==> config.mk <==
export PLATFORM = sky130hd
export DESIGN_NAME = regfile_8x16_sb
export DESIGN_NICKNAME = d
export VERILOG_FILES = /design/src/rtl/cpu_pkg.sv /design/src/rtl/decoder_3to8.sv /design/src/rtl/regfile_8x16_sb.sv
export SDC_FILE = /design/constraint.sdc
export NUM_CORES = 1
export LEC_CHECK = 0
export ABC_AREA = 1
export ABC_CLOCK_PERIOD_IN_PS = 3150
export CELL_PAD_IN_SITES_DETAIL_PLACEMENT = 1
export CELL_PAD_IN_SITES_GLOBAL_PLACEMENT = 1
export CORE_MARGIN = 1.5
export CORE_UTILIZATION = 47
export DETAILED_ROUTE_END_ITERATION = 16
export PLACE_DENSITY_LB_ADDON = 0.25
export SLEW_MARGIN = 15
export SYNTH_ARGS = -nofsm -noshare
export SYNTH_HDL_FRONTEND = slang
export SYNTH_SLANG_ARGS = --single-unit
==> constraint.sdc <==
create_clock -name iClk -period 3.15 [get_ports iClk]
set_clock_uncertainty 0.05 [all_clocks]
set_input_delay 0.4725 -clock iClk [delete_from_list [all_inputs] [get_ports iClk]]
set_output_delay 0.4725 -clock iClk [all_outputs]
set_load 0.05 [all_outputs]
==> src/rtl/cpu_pkg.sv <==
// Shared CPU-wide constants used by the register file and its neighbours.
package cpu_pkg;

   localparam int DATA_W = 16;
   localparam int REG_AW = 3;
   localparam int NREG   = 8;

   localparam logic [DATA_W-1:0] REG_RESET = 16'h0000;

endpackage : cpu_pkg

==> src/rtl/decoder_3to8.sv <==
// 3-bit binary index to 8-bit one-hot decoder.
module decoder_3to8 (
   input  logic [2:0] sel,
   output logic [7:0] onehot
);

   // one-hot expansion of the index
   always_comb begin
      onehot = 8'h00;
      case (sel)
         3'd0:    onehot = 8'b0000_0001;
         3'd1:    onehot = 8'b0000_0010;
         3'd2:    onehot = 8'b0000_0100;
         3'd3:    onehot = 8'b0000_1000;
         3'd4:    onehot = 8'b0001_0000;
         3'd5:    onehot = 8'b0010_0000;
         3'd6:    onehot = 8'b0100_0000;
         3'd7:    onehot = 8'b1000_0000;
         default: onehot = 8'h00;
      endcase
   end

endmodule : decoder_3to8

==> src/rtl/regfile_8x16_sb.sv <==
// 8 x 16 register file: two bypassed combinational read ports, one write port,
// and a per-register pending scoreboard that stalls issue on RAW hazards.
module regfile_8x16_sb #(
   parameter int DATA_W = 16,
   parameter int NREG   = 8,
   parameter bit BYPASS = 1'b1
) (
   input  logic              iClk,
   input  logic              iRst,
   input  logic              iWe,
   input  logic [2:0]        iWAddr,
   input  logic [DATA_W-1:0] iWData,
   input  logic [2:0]        iRAddrA,
   input  logic [2:0]        iRAddrB,
   input  logic              iRdEnA,
   input  logic              iRdEnB,
   input  logic              iIssue,
   input  logic [2:0]        iIssueAddr,
   output logic [DATA_W-1:0] oRDataA,
   output logic [DATA_W-1:0] oRDataB,
   output logic              oStall,
   output logic [NREG-1:0]   oPending
);

   import cpu_pkg::*;

   logic [DATA_W-1:0] rf_r [0:NREG-1];
   logic [NREG-1:0]   pending_r;

   logic [7:0]        dec_s;
   logic [NREG-1:0]   wen_s;
   logic [NREG-1:0]   set_s;
   logic              fwd_a_s;
   logic              fwd_b_s;
   logic              hit_a_s;
   logic              hit_b_s;

   decoder_3to8 u_wdec (
      .sel    (iWAddr),
      .onehot (dec_s)
   );

   assign wen_s = dec_s & {NREG{iWe}};

   // forwarding conditions per read port
   always_comb begin
      fwd_a_s = BYPASS && iWe && (iWAddr == iRAddrA);
      fwd_b_s = BYPASS && iWe && (iWAddr == iRAddrB);
   end

   // read ports with write-through
   always_comb begin
      oRDataA = rf_r[iRAddrA];
      oRDataB = rf_r[iRAddrB];
      if (fwd_a_s) begin
         oRDataA = iWData;
      end else begin
         oRDataA = rf_r[iRAddrA];
      end
      if (fwd_b_s) begin
         oRDataB = iWData;
      end else begin
         oRDataB = rf_r[iRAddrB];
      end
   end

   // hazard detection; a forwarded operand is already satisfied
   always_comb begin
      hit_a_s = iRdEnA && pending_r[iRAddrA] && !fwd_a_s;
      hit_b_s = iRdEnB && pending_r[iRAddrB] && !fwd_b_s;
      oStall  = hit_a_s || hit_b_s;
   end

   // scoreboard set vector; a stalled instruction does not issue
   always_comb begin
      set_s = '0;
      if (iIssue && !oStall) begin
         set_s[iIssueAddr] = 1'b1;
      end else begin
         set_s = '0;
      end
   end

   // register storage and scoreboard; set beats clear since the newer producer owns the register
   always_ff @(posedge iClk) begin
      if (iRst) begin
         for (int i = 0; i < NREG; i++) begin
            rf_r[i] <= REG_RESET;
         end
         pending_r <= '0;
      end else begin
         for (int i = 0; i < NREG; i++) begin
            if (wen_s[i]) begin
               rf_r[i] <= iWData;
            end
            if (set_s[i]) begin
               pending_r[i] <= 1'b1;
            end else if (wen_s[i]) begin
               pending_r[i] <= 1'b0;
            end
         end
      end
   end

   assign oPending = pending_r;

endmodule : regfile_8x16_sb

==> results.toml <==
[clock_tree]
cts_tree = "done"
numCtsBuffers = 17
clockRootBuffer = "clkbuf_16"
clockBufferDepth = 2
post_cts_buffers = 0
htree_levels = 4
clock_latency_ps = 430
clkSinkCount = 136
cts_hold_buf = 0
path_clk_slew_ps = 60
cts.repair.resized = 0

[critical_path]
reg2reg_depth = 7
startpoint = "iWAddr[0]"
reg2reg_to = "oPending[4]"
critPathMaxStageDelay_ps = 550
cp_max_fo = 33
rrSetupSlack_ps = 1730
end_kind = "output pin"
path_depth = 10
path_buf_inv = 4
slowest_stage = "clkdlybuf4s50_1"
cp.required_ps = 2630
crit_family = "buffers and inverters"
crit_path_cell_trace = "clkdlybuf4s50_1 -> inv_2 -> nand2_1 -> nand2_1 -> nor2_2 -> nand3_2 -> buf_12 -> o21ai_0 -> o22ai_1 -> buf_12"
crit_arrival_ps = 2460
worst-setup-path-type = "in2out"
reg2reg_from = "oPending[4]"
worstSetupStartpointType = "input port"
crit_end = "oRDataA[14]"

[final_layout]
nets = 989
seq_area_sq_mm = 0.00400
num-fill-cells = 1837
multi_input_area_sq_mm = 0.00298
post-route-util_pct = 59.7
fin_area_sq_mm = 0.00952
area_growth_pct = 23.5
antenna_cells = 0
drive_above_1_share_pct = 11.9

[route]
routed_wl_mm = 28.5
drtIter0Drc = 893
wl_per_cell_um = 24.1
ant_nets = 0
vias_per_cell = 6.26
vias = 7407
drc = 0
drtPass1Iterations = 5

[sta]
period_share_pct = 94.8
tightestPinTransition_ps = 950
max_freq_mhz = 335
finalSetupTns_ps = 0
whs_ps = 492
setup_violations = 0
fin_ws_ps = 164
finalCriticalPeriod_ps = 2990
hold_viol = 0
slew_viol_final = 0
rsz0062_at_grt = "no"
maxSlewHeadroom_pct = 36.5

[pwr]
switching_share_pct = 29.4
p_comb_share_pct = 22.1
leakage_nw = 3.68
p_int_w = 0.00385
vdd_ir_drop_max_v = 0.000433
power_frac_seq_pct = 39.8
p_sw_w = 0.00161
pwr-share-clk_pct = 38.0
p_per_area_mw_per_mm2 = 573

[floorplanning]
io_pins = 75
die_x_um = 131
die_height_um = 131
rows = 46
dieArea_sq_mm = 0.0172
initial_core_util_pct = 48.4
core_area_sq_mm = 0.0159

[grt]
gr-total-overflow = 0
grt_start_max_net_pins = 119
grt_use_total_pct = 34.9
antenna_found_initial = 0
grt_pass1_wl_mm = 43.5
grt_pass1_vias = 7993

[min_path]
hp-class = "reg2reg"

[job]
cap_violations = 0

[status]
outcome = "finished clean"

[synth]
synth_warnings = 0
syn_nets = 936
ys_types = 31
netlist_instances = 902
yosysSeqAreaShare_pct = 51.9
synth_area_sq_mm = 0.00771
syn_avg_cell_area_sq_um = 8.55
ys_ff_latch = 136

[placed_design]
place_congestion = 0.893
pre_cts_ws_ps = 255
io_buffers = 74
dpl.hpwl_mm = 18.2
postPlaceCellArea_sq_mm = 0.00890
[per-stage QoR]
stage,instances,power [W]
4_1_cts,1184,0.00545
6_report,1184,0.00546
5_1_grt,1184,0.00559
3_5_place_dp,1152,0.00339
2_1_floorplan,902,0.00284
3_3_place_gp,1152,0.00334
[cell usage after synthesis (all sizes together)]
master / instances / share of area (%)
a21oi: 60 / 3.9
buf: 56 / 4.5
clkbuf: 12 / 0.60
clkinv: 15 / 0.73
dfxtp: 8 / 2.1
edfxtp: 128 / 50
inv: 72 / 3.5
nand2: 94 / 4.6
nand3: 78 / 5.4
nand3b: 1 / 0.26
nand4: 8 / 0.65
nor2: 162 / 8.0
o211ai: 60 / 6.0
o21ai: 138 / 9.0
o22ai: 6 / 0.49
or2: 1 / 0.081
xnor2: 2 / 0.23
xor2: 1 / 0.11
[logic make-up (layout without fill, tap and decap cells)]
| logic type | Yosys count | in the layout | share of synthesized area (%) |
|---|---|---|---|
| AND/OR/NAND/NOR | 344 | 344 | 19.0 |
| AO/OA/AOI/OAI | 264 | 264 | 19.4 |
| buffers and inverters | 155 | 221 | 9.35 |
| flip-flops | 136 | 136 | 51.9 |
| XOR/XNOR | 3 | 3 | 0.341 |
[power groups by stage]
stage / registers (W) / clock network, W / logic, W
2_1_floorplan: 0.00219 / 0 / 0.000648
3_3_place_gp: 0.00219 / 0 / 0.00115
3_5_place_dp: 0.00220 / 0 / 0.00119
4_1_cts: 0.00217 / 0.00208 / 0.00120
5_1_grt: 0.00218 / 0.00214 / 0.00127
6_report: 0.00217 / 0.00207 / 0.00121
[layer usage]
layer,up-vias,global-route usage (%),part of all wire (%)
met2,424,59.9,50
met5,-,0,0
met4,0,24.6,6.2
li1,3237,-,-
met1,3607,38.1,35
met3,139,8.32,8.9
[cells in the final DEF (no fill, tap or decap), drive strengths merged, types with 8 or more instances in the layout]
cell type      count
nand3             78
nand2             94
o211ai            60
edfxtp           128
nor2             162
nand4              8
clkdlybuf4s50     37
clkbuf            20
buf               65
clkinv            20
a21oi             60
inv               72
dfxtp              8
o21ai            138
[worst reg2reg max path, stage by stage, from the launching register on]
cell and delay [ps]:
dfxtp_1 440, nand2_1 90, nand3_1 90, nand3_1 90, nand2_1 110, nand3_2 170, nand4_1 210, nand2_1 70
[sequential cells by signal (all words and copies together), names as in the netlist]
signal,cells
rf_r,128
oPending,8
[how the worst min path moves through the flow]
stage | startpoint | endpoint | slack (ps) | cells after the start
final | oPending[1] | oPending[1] | 490 | 2
after global placement | oPending[3] | oPending[3] | 450 | 2
after floorplan | oPending[6] | oPending[6] | 670 | 2
after detailed placement | oPending[1] | oPending[1] | 470 | 2
after global routing | oPending[0] | oPending[0] | 520 | 2
after CTS | oPending[1] | oPending[1] | 480 | 2
[layout make-up]
class,instances,share of cell area [%]
Sequential cell,136,42.1
Tap cell,216,2.84
Timing Repair Buffer,102,13.8
Multi-Input combinational cell,611,31.4
Clock inverter,12,1.56
Inverter,87,3.43
Clock buffer,20,4.90
Note: power is estimated with default switching activity, not from simulation.
